## config.mk

```make
export PLATFORM = sky130hd
export DESIGN_NAME = tdm_demux
export DESIGN_NICKNAME = d
export VERILOG_FILES = /design/src/rtl/tdm_demux.sv
export SDC_FILE = /design/constraint.sdc
export NUM_CORES = 1
export LEC_CHECK = 0
export CORE_ASPECT_RATIO = 0.7
export CORE_MARGIN = 2
export CORE_UTILIZATION = 54
export CTS_CLUSTER_DIAMETER = 50
export DETAILED_ROUTE_END_ITERATION = 7
export GPL_ROUTABILITY_DRIVEN = 0
export PLACE_DENSITY = 0.78
export SLEW_MARGIN = 30
export SYNTH_ARGS = -nofsm -noshare
export SYNTH_HDL_FRONTEND = slang
export SYNTH_SLANG_ARGS = --single-unit
```

## constraint.sdc

```tcl
create_clock -name clk -period 2.2 [get_ports clk]
set_clock_uncertainty 0.1 [all_clocks]
set_input_delay 0.66 -clock clk [delete_from_list [all_inputs] [get_ports clk]]
set_output_delay 0.66 -clock clk [all_outputs]
set_load 0.01 [all_outputs]
```

## src/rtl/tdm_demux.sv

```systemverilog
// tdm_demux: receive end of a 2:1 bit-interleaved TDM link, splits frames into channel A/B words
module tdm_demux #(
    parameter int W = 8
) (
    input  logic         clk,
    input  logic         rst_n,
    input  logic         din,
    input  logic         in_valid,
    input  logic         sync,
    output logic [W-1:0] a_out,
    output logic [W-1:0] b_out,
    output logic         out_valid,
    output logic         err
);
    localparam int IW = $clog2(2 * W);
    localparam logic [IW-1:0] LAST = IW'(2 * W - 1);

    typedef enum logic {HUNT, RECV} state_t;

    state_t        state_q;
    logic [IW-1:0] idx_q;
    logic [W-1:0]  sa_q, sb_q, sa_d, sb_d, a_q, b_q;
    logic          ov_q, err_q;

    // Even frame index feeds channel A, odd feeds channel B, MSB first
    always_comb begin
        sa_d = idx_q[0] ? sa_q : {sa_q[W-2:0], din};
        sb_d = idx_q[0] ? {sb_q[W-2:0], din} : sb_q;
    end

    // Frame FSM: sync always restarts a frame; a sync inside a frame is an error
    always_ff @(posedge clk or negedge rst_n) begin
        if (!rst_n) begin
            state_q <= HUNT;
            idx_q   <= '0;
            sa_q    <= '0;
            sb_q    <= '0;
            a_q     <= '0;
            b_q     <= '0;
            ov_q    <= 1'b0;
            err_q   <= 1'b0;
        end else begin
            ov_q  <= 1'b0;
            err_q <= 1'b0;
            if (in_valid) begin
                if (sync) begin
                    state_q <= RECV;
                    idx_q   <= IW'(1);
                    sa_q    <= {{(W-1){1'b0}}, din};
                    sb_q    <= '0;
                    err_q   <= (state_q == RECV);
                end else if (state_q == RECV) begin
                    if (idx_q == LAST) begin
                        a_q     <= sa_d;
                        b_q     <= sb_d;
                        ov_q    <= 1'b1;
                        state_q <= HUNT;
                        idx_q   <= '0;
                        sa_q    <= '0;
                        sb_q    <= '0;
                    end else begin
                        sa_q  <= sa_d;
                        sb_q  <= sb_d;
                        idx_q <= idx_q + IW'(1);
                    end
                end
            end
        end
    end

    assign a_out     = a_q;
    assign b_out     = b_q;
    assign out_valid = ov_q;
    assign err       = err_q;
endmodule

```

-- Yosys cells after proc, flatten, opt, wreduce, memory -nomap -nowiden
Index checks and enable logic that the tools add are counted.
- output and inout port bits: 18
- input port bits: 5
- flip-flop bits (word level): 39
- word-level logic and storage cells: 34
- bitwise gates (word level): 1
- eq/ne operators: 1
- $add $sub $neg: 1
- multiplexer cells: 20
- reductions and logical operators: 3
- operators with widths (kind ; count):
    8-bit two-way mux ; 8
    4-bit two-way mux ; 3
    1-bit two-way mux ; 9
    4-bit by 1-bit adder with 4-bit output, second input constant ; 1
    4-bit equality test, second input constant ; 1
    4-bit AND reduction ; 1
    2-bit AND reduction ; 1
    2-bit nonzero test ; 1
    1-bit NOT ; 1

-- Logic depth before layout (Yosys ltp)
Gate-level depths: netlist of run 1.
- depth after elaboration: 5
- depth in mapped cells: 6
- mapped depth without buffers: 4

-- Worst setup path before layout of run 1
No wires, ideal clock.
- path type: register to register
- start: register idx_q[0]
- end: register a_q[3], in the netlist a_out[3]
- arrival: 1750 ps
- clock period less this slack: 1975 ps
- required time: 1975 ps
- library setup time: 125 ps
- setup slack: 225 ps
- cell stages (with the launch flop): 7
- path buffers: 2
- path through: dfrtp_1 > ha_1 > and3_1 > buf_4 > nor3b_4 > buf_8 > mux2_4
- cells in the longest elaborated chain, start to end: 2
- elaborated cells between the ends (all ways): 3
- classes of those cells: eq/ne: 1; mux: 1; reduce/logical: 1
- ends and longest elaborated chain (what ; RTL line ; source):
    start: declaration ; 21 ; logic [IW-1:0] idx_q;
    start signal: assignment ; 64 ; idx_q <= idx_q + IW'(1);
    4-bit equality test ; 53 ; if (idx_q == LAST) begin
    4-bit AND reduction (no source line) ; - ;
    end signal: assignment ; 38 ; a_q <= '0;
    end signal: assignment ; 54 ; a_q <= sa_d;
    end: declaration ; 22 ; logic [W-1:0] sa_q, sb_q, sa_d, sb_d, a_q, b_q;
Parallel ways exist; a longest one is shown, timed or not.
A chain may end at the register's enable or synchronous reset.

-- Final worst setup path of run 1
- start: input sync
- end: register sa_q[7]
- cells in the longest elaborated chain, start to end: 2
- elaborated cells between the ends (all ways): 3
- classes of those cells: mux: 1; reduce/logical: 2
- ends and longest elaborated chain (what ; RTL line ; source):
    start: declaration ; 9 ; input logic sync,
    2-bit nonzero test (no source line) ; - ;
    2-bit AND reduction (no source line) ; - ;
    end signal: assignment ; 49 ; sa_q <= {{(W-1){1'b0}}, din};
    end: declaration ; 22 ;
Parallel ways exist; a longest one is shown, timed or not.

==> impl_metrics.py, run 1 <==
metrics = {
    "outcome": {
        "status": "finished clean",
    },
    "cts": {
        "cts_setup_buffers": 0,
        "clock_path_buffers": 2,
        "cts_hold_buf": 0,
        "h-tree-depth": 2,
        "insertion_delay_ns": 0.28,
        "cts_tree": "yes",
        "cts_buffers": 5,
        "clk_pin_slew_worst_paths_ns": 0.07,
        "cts_root_buf": "clkbuf_8",
        "clock-sinks": 39,
        "post_cts_resized": 0,
    },
    "global_routing": {
        "overflow": 0,
        "grt_pass1_vias": 1082,
        "grt_pass1_wl_mm": 5.15,
        "antenna_found_initial": 0,
        "grt_max_degree": 40,
        "grt_use_total_pct": 18.9,
    },
    "route": {
        "firstDrtPassIters": 4,
        "viasPerCell": 5.79,
        "vias": 1124,
        "totalWireLength_mm": 3.04,
        "drt-wirelength-per-cell_um": 15.7,
        "drc_errors": 0,
        "postRouteAntennaNets": 0,
        "drt_iter0_drc": 41,
    },
    "synthesis": {
        "syn_inst": 125,
        "async_flop_share_pct": 100,
        "ys_types": 28,
        "synth_top_cell_area_share_pct": 55.3,
        "synth_area_per_cell_um2": 14.1,
        "syn-cell-area_mm2": 0.00176,
        "syn_nets": 131,
        "yosysSeqAreaShare_pct": 55.3,
        "synth_edf_count": 0,
        "synth_top_area_cell": "dfrtp_1",
        "synth_most_common_cell": "dfrtp_1",
        "ys.flop_type": "dfrtp_1",
        "synth-seq-cells": 39,
        "synth_area_leaders": "dfrtp_1, mux2_2, a22o_1",
        "synth_top_cells_by_count": "dfrtp_1, mux2_2, a22o_1, mux2_4",
        "ys_warn_count": 0,
    },
    "floorplan": {
        "ios": 23,
        "dieWidth_um": 72.3,
        "core_area_mm2": 0.00313,
        "dieArea_mm2": 0.00375,
        "start_util_pct": 56.4,
        "die_h_um": 51.8,
        "rows": 17,
    },
    "worst_setup_path": {
        "critPathCapture": "sa_q[7]",
        "crit_start": "sync",
        "endpoint_kind": "register",
        "reg2reg_slack_ns": 0.20,
        "cp-start-kind": "input port",
        "criticalPathCategory": "input port to register",
        "reg2reg_depth": 5,
        "critPathArrivalTime_ns": 2.19,
        "reg2reg_to": "a_out[1]",
        "cp_max_fo": 8,
        "cp.required_ns": 2.32,
        "reg2reg_from": "idx_q[1]",
    },
    "sta": {
        "slew_headroom_pct": 60.3,
        "fmax_mhz": 482,
        "worst_pin_slew_ns": 0.591,
        "fin_crit_sh_pct": 94.3,
        "rsz0062_at_grt": "no",
        "timing.hold.ws_ns": 0.318,
        "hold_violations": 0,
        "finalCriticalPeriod_ns": 2.07,
        "setup_viol": 0,
        "slew_viol_final": 0,
        "setup_ws_ns": 0.126,
    },
    "cells_and_area": {
        "fin_nets": 162,
        "final-instance-count-excl-fill": 194,
        "synthToLayoutAreaGrowth_pct": 22.6,
        "antenna_cells": 0,
        "post_route_cells_drive_above_1_share_pct": 34.0,
    },
    "power_and_ir_drop": {
        "ir_drop_mv": 0.529,
        "power.density_mw_per_mm2": 715,
        "p_leak_uw": 0.00101,
    },
    "placed_design": {
        "port_buffers": 22,
        "post-place-ws_ns": -0.247,
        "place_hpwl_mm": 2.05,
        "dp_cells": 187,
    },
    "hold_path": {
        "min_path_type": "input port to async pin",
    },
    "flow_run": {
        "drv_cap": 0,
    },
}
## layout make-up
cell class	count	area, µm²
Sequential cell	39	976
Fill cell	218	965
Multi-Input combinational cell	76	744
Timing Repair Buffer	31	295
Clock buffer	6	82.6
Tap cell	38	47.5
Inverter	3	11.3
Clock inverter	1	5.00
## power by group
part | internal [µW] | switching (µW)
registers | 767 | 45.9
logic | 134 | 127
clock network | 246 | 227
total | 1150 | 399
## per-stage QoR
step	area (µm²)	TNS [ns]	util, %	total power [µW]
after floorplan	1760	0	-	988
after global placement	2060	-3.18	66.0	1070
after detailed placement	2060	-4.61	66.0	1080
after CTS	2150	0	68.8	1560
after global routing	2160	0	69.1	1620
final	2160	0	69.1	1550
## metal layers
| layer | global-route usage (%) | vias up | wire length [µm] |
|---|---|---|---|
| met5 | 0 | - | 0 |
| met4 | 9.75 | 0 | 52 |
| met3 | 6.01 | 7 | 158 |
| met2 | 26.5 | 33 | 1280 |
| met1 | 26.4 | 557 | 1550 |
| li1 | - | 527 | - |
## registers in the layout, summed over array words and instances (netlist names)
register	count
a_out	8
b_out	8
sa_q	8
sb_q	8
idx_q	4
err	1
out_valid	1
state_q	1
## layout by cell type, fill, tap and decap left out
cell             instances
nand3_1                  1
o22ai_1                  1
o21ai_0                  3
a21o_1                   1
clkdlybuf4s50_1         21
buf_12                   1
mux2_2                  23
ha_1                     1
nand4b_1                 1
mux2_4                   9
nand2b_1                 1
o21a_1                   2
o31ai_1                  1
a21oi_1                  1
buf_4                    8
a31oi_1                  1
and3_1                   2
o32a_1                   1
dfrtp_1                 39
inv_1                    3
nor4_2                   1
nor3_2                   1
nand2_1                  4
a22o_1                  17
o31ai_2                  1
buf_2                    1
clkinv_2                 1
clkbuf_8                 6
nor3b_4                  1
a311o_1                  1
o21ai_1                  1
## logic make-up (layout without fill, tap and decap cells)
group | Yosys count | count (layout) | synth area share [%]
compound gates | 31 | 31 | 13.8
fa+ha+maj | 1 | 1 | 0.709
buf+inv | 10 | 41 | 3.05
flops | 39 | 39 | 55.3
mux | 32 | 32 | 22.3
simple gates | 12 | 12 | 4.75
## critical path, stage by stage
cell	delay (ns)
clkdlybuf4s50_1	0.49
buf_4	0.19
buf_4	0.14
o21a_1	0.20
o21ai_1	0.30
a22o_1	0.22
## worst min path at each step
stage / startpoint / end
floorplan: rst_n / a_out[0]
global placement: sa_q[7] / sa_q[7]
detailed placement: sb_q[7] / sb_q[7]
CTS: rst_n / a_out[1]
global route: rst_n / idx_q[2]
finish: rst_n / idx_q[3]
No activity file was read; power rests on OpenSTA's default activity.
==> run 2, diff against run 1 <==
--- a/config.mk
+++ b/config.mk
@@ -7,11 +7,12 @@
 export LEC_CHECK = 0
 export CORE_ASPECT_RATIO = 0.7
 export CORE_MARGIN = 2
-export CORE_UTILIZATION = 54
+export CORE_UTILIZATION = 56
+export CTS_BUF_LIST = sky130_fd_sc_hd__clkbuf_8
 export CTS_CLUSTER_DIAMETER = 50
 export DETAILED_ROUTE_END_ITERATION = 7
 export GPL_ROUTABILITY_DRIVEN = 0
-export PLACE_DENSITY = 0.78
+export PLACE_DENSITY = 0.81
 export SLEW_MARGIN = 30
 export SYNTH_ARGS = -nofsm -noshare
 export SYNTH_HDL_FRONTEND = slang
==> impl_metrics.py, run 2 (same netlist as run 1, synthesis figures left out) <==
metrics = {
    "outcome": {
        "status": "finished clean",
    },
    "route": {
        "drc_errors": 0,
        "vias": 1136,
        "viasPerCell": 5.77,
        "firstDrtPassIters": 4,
        "drt-wirelength-per-cell_um": 16.7,
        "postRouteAntennaNets": 0,
        "totalWireLength_mm": 3.29,
        "drt_iter0_drc": 114,
    },
    "global_routing": {
        "antenna_found_initial": 0,
        "grt_max_degree": 24,
        "grt_use_total_pct": 21.8,
        "overflow": 0,
        "grt_pass1_wl_mm": 5.82,
        "grt_pass1_vias": 1164,
    },
    "cts": {
        "cts_buffers": 5,
        "cts_tree": "yes",
        "clk_pin_slew_worst_paths_ns": 0.07,
        "insertion_delay_ns": 0.29,
        "h-tree-depth": 2,
        "cts_setup_buffers": 0,
        "clock-sinks": 39,
        "clock_path_buffers": 2,
        "cts_root_buf": "clkbuf_8",
    },
    "worst_setup_path": {
        "cp_max_fo": 8,
        "cp-start-kind": "input port",
        "critPathArrivalTime_ns": 2.20,
        "slowest_stage": "clkdlybuf4s50_1",
        "criticalPathCategory": "input port to register",
        "cp_slowest_stage_delay_ns": 0.48,
        "path_delay_family": "buffers and inverters",
        "worstPathCellList": "clkdlybuf4s50_1, buf_4, buf_4, o21a_1, o21ai_1, a22o_1",
        "endpoint_kind": "register",
        "crit_top_cell": "buf_4",
        "worst-path-buf-inv": 3,
        "cp.required_ns": 2.32,
    },
    "cells_and_area": {
        "post_route_cells_drive_above_1_share_pct": 35.2,
        "most-common-layout-cells": "dfrtp_1, mux2_2, clkdlybuf4s50_1, a22o_1, buf_4",
        "regArea_um2": 976,
        "antenna_cells": 0,
        "nFillCells": 200,
        "final_cell_area_mm2": 0.00221,
        "multi_input_area_um2": 744,
        "synthToLayoutAreaGrowth_pct": 25.1,
        "layout_commonest_cell": "dfrtp_1",
        "fin_nets": 164,
        "final-instance-count-excl-fill": 197,
    },
    "floorplan": {
        "ios": 23,
        "dieArea_mm2": 0.00362,
        "rows": 17,
        "core_area_mm2": 0.00308,
        "die_h_um": 51.0,
        "start_util_pct": 57.2,
        "dieWidth_um": 71.1,
    },
    "sta": {
        "worst_pin_slew_ns": 0.630,
        "fin_crit_sh_pct": 94.3,
        "slew_headroom_pct": 57.7,
        "fmax_mhz": 482,
        "setup_viol": 0,
        "finalCriticalPeriod_ns": 2.07,
        "rsz0062_at_grt": "no",
        "fin_tns_setup_ns": 0,
        "slew_viol_final": 0,
        "hold_violations": 0,
    },
    "placed_design": {
        "place_area_mm2": 0.00208,
        "dp_cells": 189,
        "port_buffers": 22,
        "place_hpwl_mm": 2.23,
    },
    "power_and_ir_drop": {
        "ir_drop_mv": 0.495,
        "p_leak_uw": 0.00104,
        "power.density_mw_per_mm2": 764,
    },
    "flow_run": {
        "drv_cap": 0,
    },
    "hold_path": {
        "min_path_type": "input port to async pin",
    },
}
run 2: metrics by stage:
stage                     util [%]  power (µW)  worst slack [ns]  hold WS [ns]
after floorplan                  -         988             0.225         0.264
after global placement        67.4        1070            -0.173         0.379
after detailed placement      67.4        1090            -0.277         0.392
after CTS                     71.2        1690            0.0206         0.189
after global routing          71.6        1770            0.0227         0.202
final                         71.6        1690             0.126         0.183
run 2: power breakdown:
group | switching (µW) | leakage [µW] | internal (µW)
sequential | 47.8 | 0.000529 | 766
combinational | 128 | 0.000448 | 137
clock | 240 | 0.0000612 | 367
total | 416 | 0.00104 | 1270
run 2: path summary, 6_finish.rpt:
check	from	end	slack, ns	depth (start not counted)
worst min register to register	sb_q[7]	sb_q[7]	0.41	1
worst max-delay path	sync	sa_q[7]	0.13	6
min in group clk	sb_q[7]	sb_q[7]	0.41	1
worst max register to register	idx_q[1]	a_out[1]	0.17	5
worst min-delay path	rst_n	a_out[5]	0.18	1
max in group asynchronous	rst_n	b_out[6]	1.31	2
run 2: area by class of cell:
cell class / instances / share of cell area, %
clock buffers: 6 / 3.74
clock inverters: 2 / 1.59
inverters: 3 / 0.510
multi-input cells: 76 / 33.7
flip-flops and latches: 39 / 44.2
well taps: 38 / 2.15
repair buffers: 33 / 14.1
run 2: repair_timing:
item | in CTS | in global routing
setup endpoints to repair | 0 | 8
hold buffers | 0 | 0
resized for setup | 0 | 1
run 2: routing by layer:
| layer | routed length, µm | track usage [%] | part of all wire (%) | up-vias |
|---|---|---|---|---|
| met4 | 28 | 7.55 | 0.85 | 0 |
| met2 | 1510 | 33.0 | 46 | 22 |
| li1 | - | - | - | 535 |
| met3 | 131 | 6.71 | 4.0 | 4 |
| met1 | 1620 | 30.1 | 49 | 575 |
| met5 | 0 | 0 | 0 | - |
==> run 3, diff against run 2 <==
--- a/config.mk
+++ b/config.mk
@@ -5,14 +5,14 @@
 export SDC_FILE = /design/constraint.sdc
 export NUM_CORES = 1
 export LEC_CHECK = 0
-export CORE_ASPECT_RATIO = 0.7
+export CORE_ASPECT_RATIO = 1.25
 export CORE_MARGIN = 2
-export CORE_UTILIZATION = 56
+export CORE_UTILIZATION = 55
 export CTS_BUF_LIST = sky130_fd_sc_hd__clkbuf_8
 export CTS_CLUSTER_DIAMETER = 50
 export DETAILED_ROUTE_END_ITERATION = 7
 export GPL_ROUTABILITY_DRIVEN = 0
-export PLACE_DENSITY = 0.81
+export PLACE_DENSITY = 0.8
 export SLEW_MARGIN = 30
 export SYNTH_ARGS = -nofsm -noshare
 export SYNTH_HDL_FRONTEND = slang
==> impl_metrics.py, run 3 (same netlist as run 1, synthesis figures left out) <==
metrics = {
    "outcome": {
        "status": "finished clean",
    },
    "global_routing": {
        "overflow": 0,
        "antenna_found_initial": 0,
        "grt_pass1_vias": 1136,
        "grt_pass1_wl_mm": 5.56,
        "grt_max_degree": 40,
        "grt_use_total_pct": 21.4,
    },
    "worst_setup_path": {
        "cp-start-kind": "input port",
        "critPathArrivalTime_ns": 2.13,
        "slowest_stage": "clkdlybuf4s50_1",
        "worstPathCellList": "clkdlybuf4s50_1, buf_4, nor3b_4, buf_4, mux2_2",
        "criticalPathCategory": "input port to register",
        "cp_slowest_stage_delay_ns": 0.50,
        "cp.required_ns": 2.27,
        "endpoint_kind": "register",
        "crit_top_cell": "buf_4",
        "reg2reg_depth": 5,
        "cp_max_fo": 7,
    },
    "sta": {
        "fmax_mhz": 486,
        "worst_pin_slew_ns": 0.590,
        "finalCriticalPeriod_ns": 2.06,
        "slew_headroom_pct": 60.4,
        "setup_viol": 0,
        "rsz0062_at_grt": "no",
        "slew_viol_final": 0,
        "hold_violations": 0,
        "fin_crit_sh_pct": 93.5,
        "fin_tns_setup_ns": 0,
    },
    "route": {
        "routed.top_layer": "met4",
        "drc_errors": 0,
        "dr_wl_met3_um": 129,
        "drt_iter0_drc": 35,
        "viasPerCell": 5.93,
        "totalWireLength_mm": 3.35,
        "routed-wl-met2_mm": 1.63,
        "drt-wirelength-per-cell_um": 17.2,
        "met1_length_mm": 1.54,
        "vias": 1157,
        "firstDrtPassIters": 4,
        "postRouteAntennaNets": 0,
    },
    "floorplan": {
        "dieWidth_um": 54.7,
        "die_h_um": 67.3,
        "core_area_mm2": 0.00314,
        "rows": 23,
        "start_util_pct": 56.2,
        "dieArea_mm2": 0.00368,
        "ios": 23,
    },
    "cells_and_area": {
        "fin_nets": 164,
        "most-common-layout-cells": "dfrtp_1, mux2_2, clkdlybuf4s50_1, a22o_1, buf_4",
        "post_route_cells_drive_above_1_share_pct": 34.2,
        "final_util_pct": 68.8,
        "layout_commonest_cell": "dfrtp_1",
        "antenna_cells": 0,
        "synthToLayoutAreaGrowth_pct": 22.3,
    },
    "power_and_ir_drop": {
        "power.density_mw_per_mm2": 723,
        "ir_drop_mv": 0.589,
        "p_leak_uw": 0.00102,
    },
    "cts": {
        "post_cts_resized": 0,
        "cts_buffers": 5,
        "cts_hold_buf": 0,
        "clock-sinks": 39,
        "clock_path_buffers": 2,
        "cts_tree": "yes",
        "clk_pin_slew_worst_paths_ns": 0.07,
        "insertion_delay_ns": 0.29,
        "h-tree-depth": 2,
        "cts_setup_buffers": 0,
        "cts_root_buf": "clkbuf_8",
    },
    "hold_path": {
        "min_path_type": "input port to async pin",
    },
    "placed_design": {
        "place_hpwl_mm": 2.26,
        "port_buffers": 22,
    },
    "flow_run": {
        "drv_cap": 0,
    },
}
-- run 3: cell count changes in the layout (fill, tap and decap cells not counted) --
cell       change
nor3_2         -1
nor3_1         +1
bufinv_16      -1
buf_12         -1
buf_4          +1
-- run 3: per-layer routing --
metal / GRT usage [%] / up-vias
met1: 28.9 / 593
met4: 7.50 / 0
met5: 0 / -
met3: 6.86 / 5
li1: - / 533
met2: 32.3 / 26
-- run 3: final cells by class --
class                   instances  area [µm²]
inverters                       3        11.3
fillers                       233         978
multi-input cells              76         739
well taps                      37        46.3
clock buffers                   6        82.6
clock inverters                 1        5.00
repair buffers                 33         298
flip-flops and latches         39         976
-- run 3: final timing paths --
path	from	endpoint	slack, ns
setup / recovery	sync	a_out[0]	0.14
hold / removal	rst_n	b_out[2]	0.31
setup reg to reg	idx_q[1]	a_out[0]	0.16
hold reg to reg	sa_q[7]	sa_q[7]	0.40
max in group asynchronous	rst_n	sa_q[4]	1.35
min in group clk	sa_q[7]	sa_q[7]	0.40
-- run 3: power by group --
part / switching, µW / internal, µW / leakage (µW)
Clock: 234 / 246 / 0.0000470
Sequential: 50.8 / 767 / 0.000529
Combinational: 129 / 135 / 0.000445
Total: 414 / 1150 / 0.00102
-- run 3: critical path: cells and delay by family --
family / cells / cell delay [ns]
AND/OR/NAND/NOR: 1 / 0.23
buffers and inverters: 3 / 0.90
multiplexers: 1 / 0.34
-- run 3: metrics by stage --
stage	total power, µW	cell area (µm²)	hold slack, ns	setup slack, ns	instances
CTS	1580	2150	0.318	0.145	195
detailed placement	1090	2070	0.383	-0.132	188
global route	1650	2160	0.345	0.0866	195
floorplan	988	1760	0.264	0.225	125
finish	1560	2160	0.308	0.144	195
global placement	1070	2070	0.379	-0.127	188
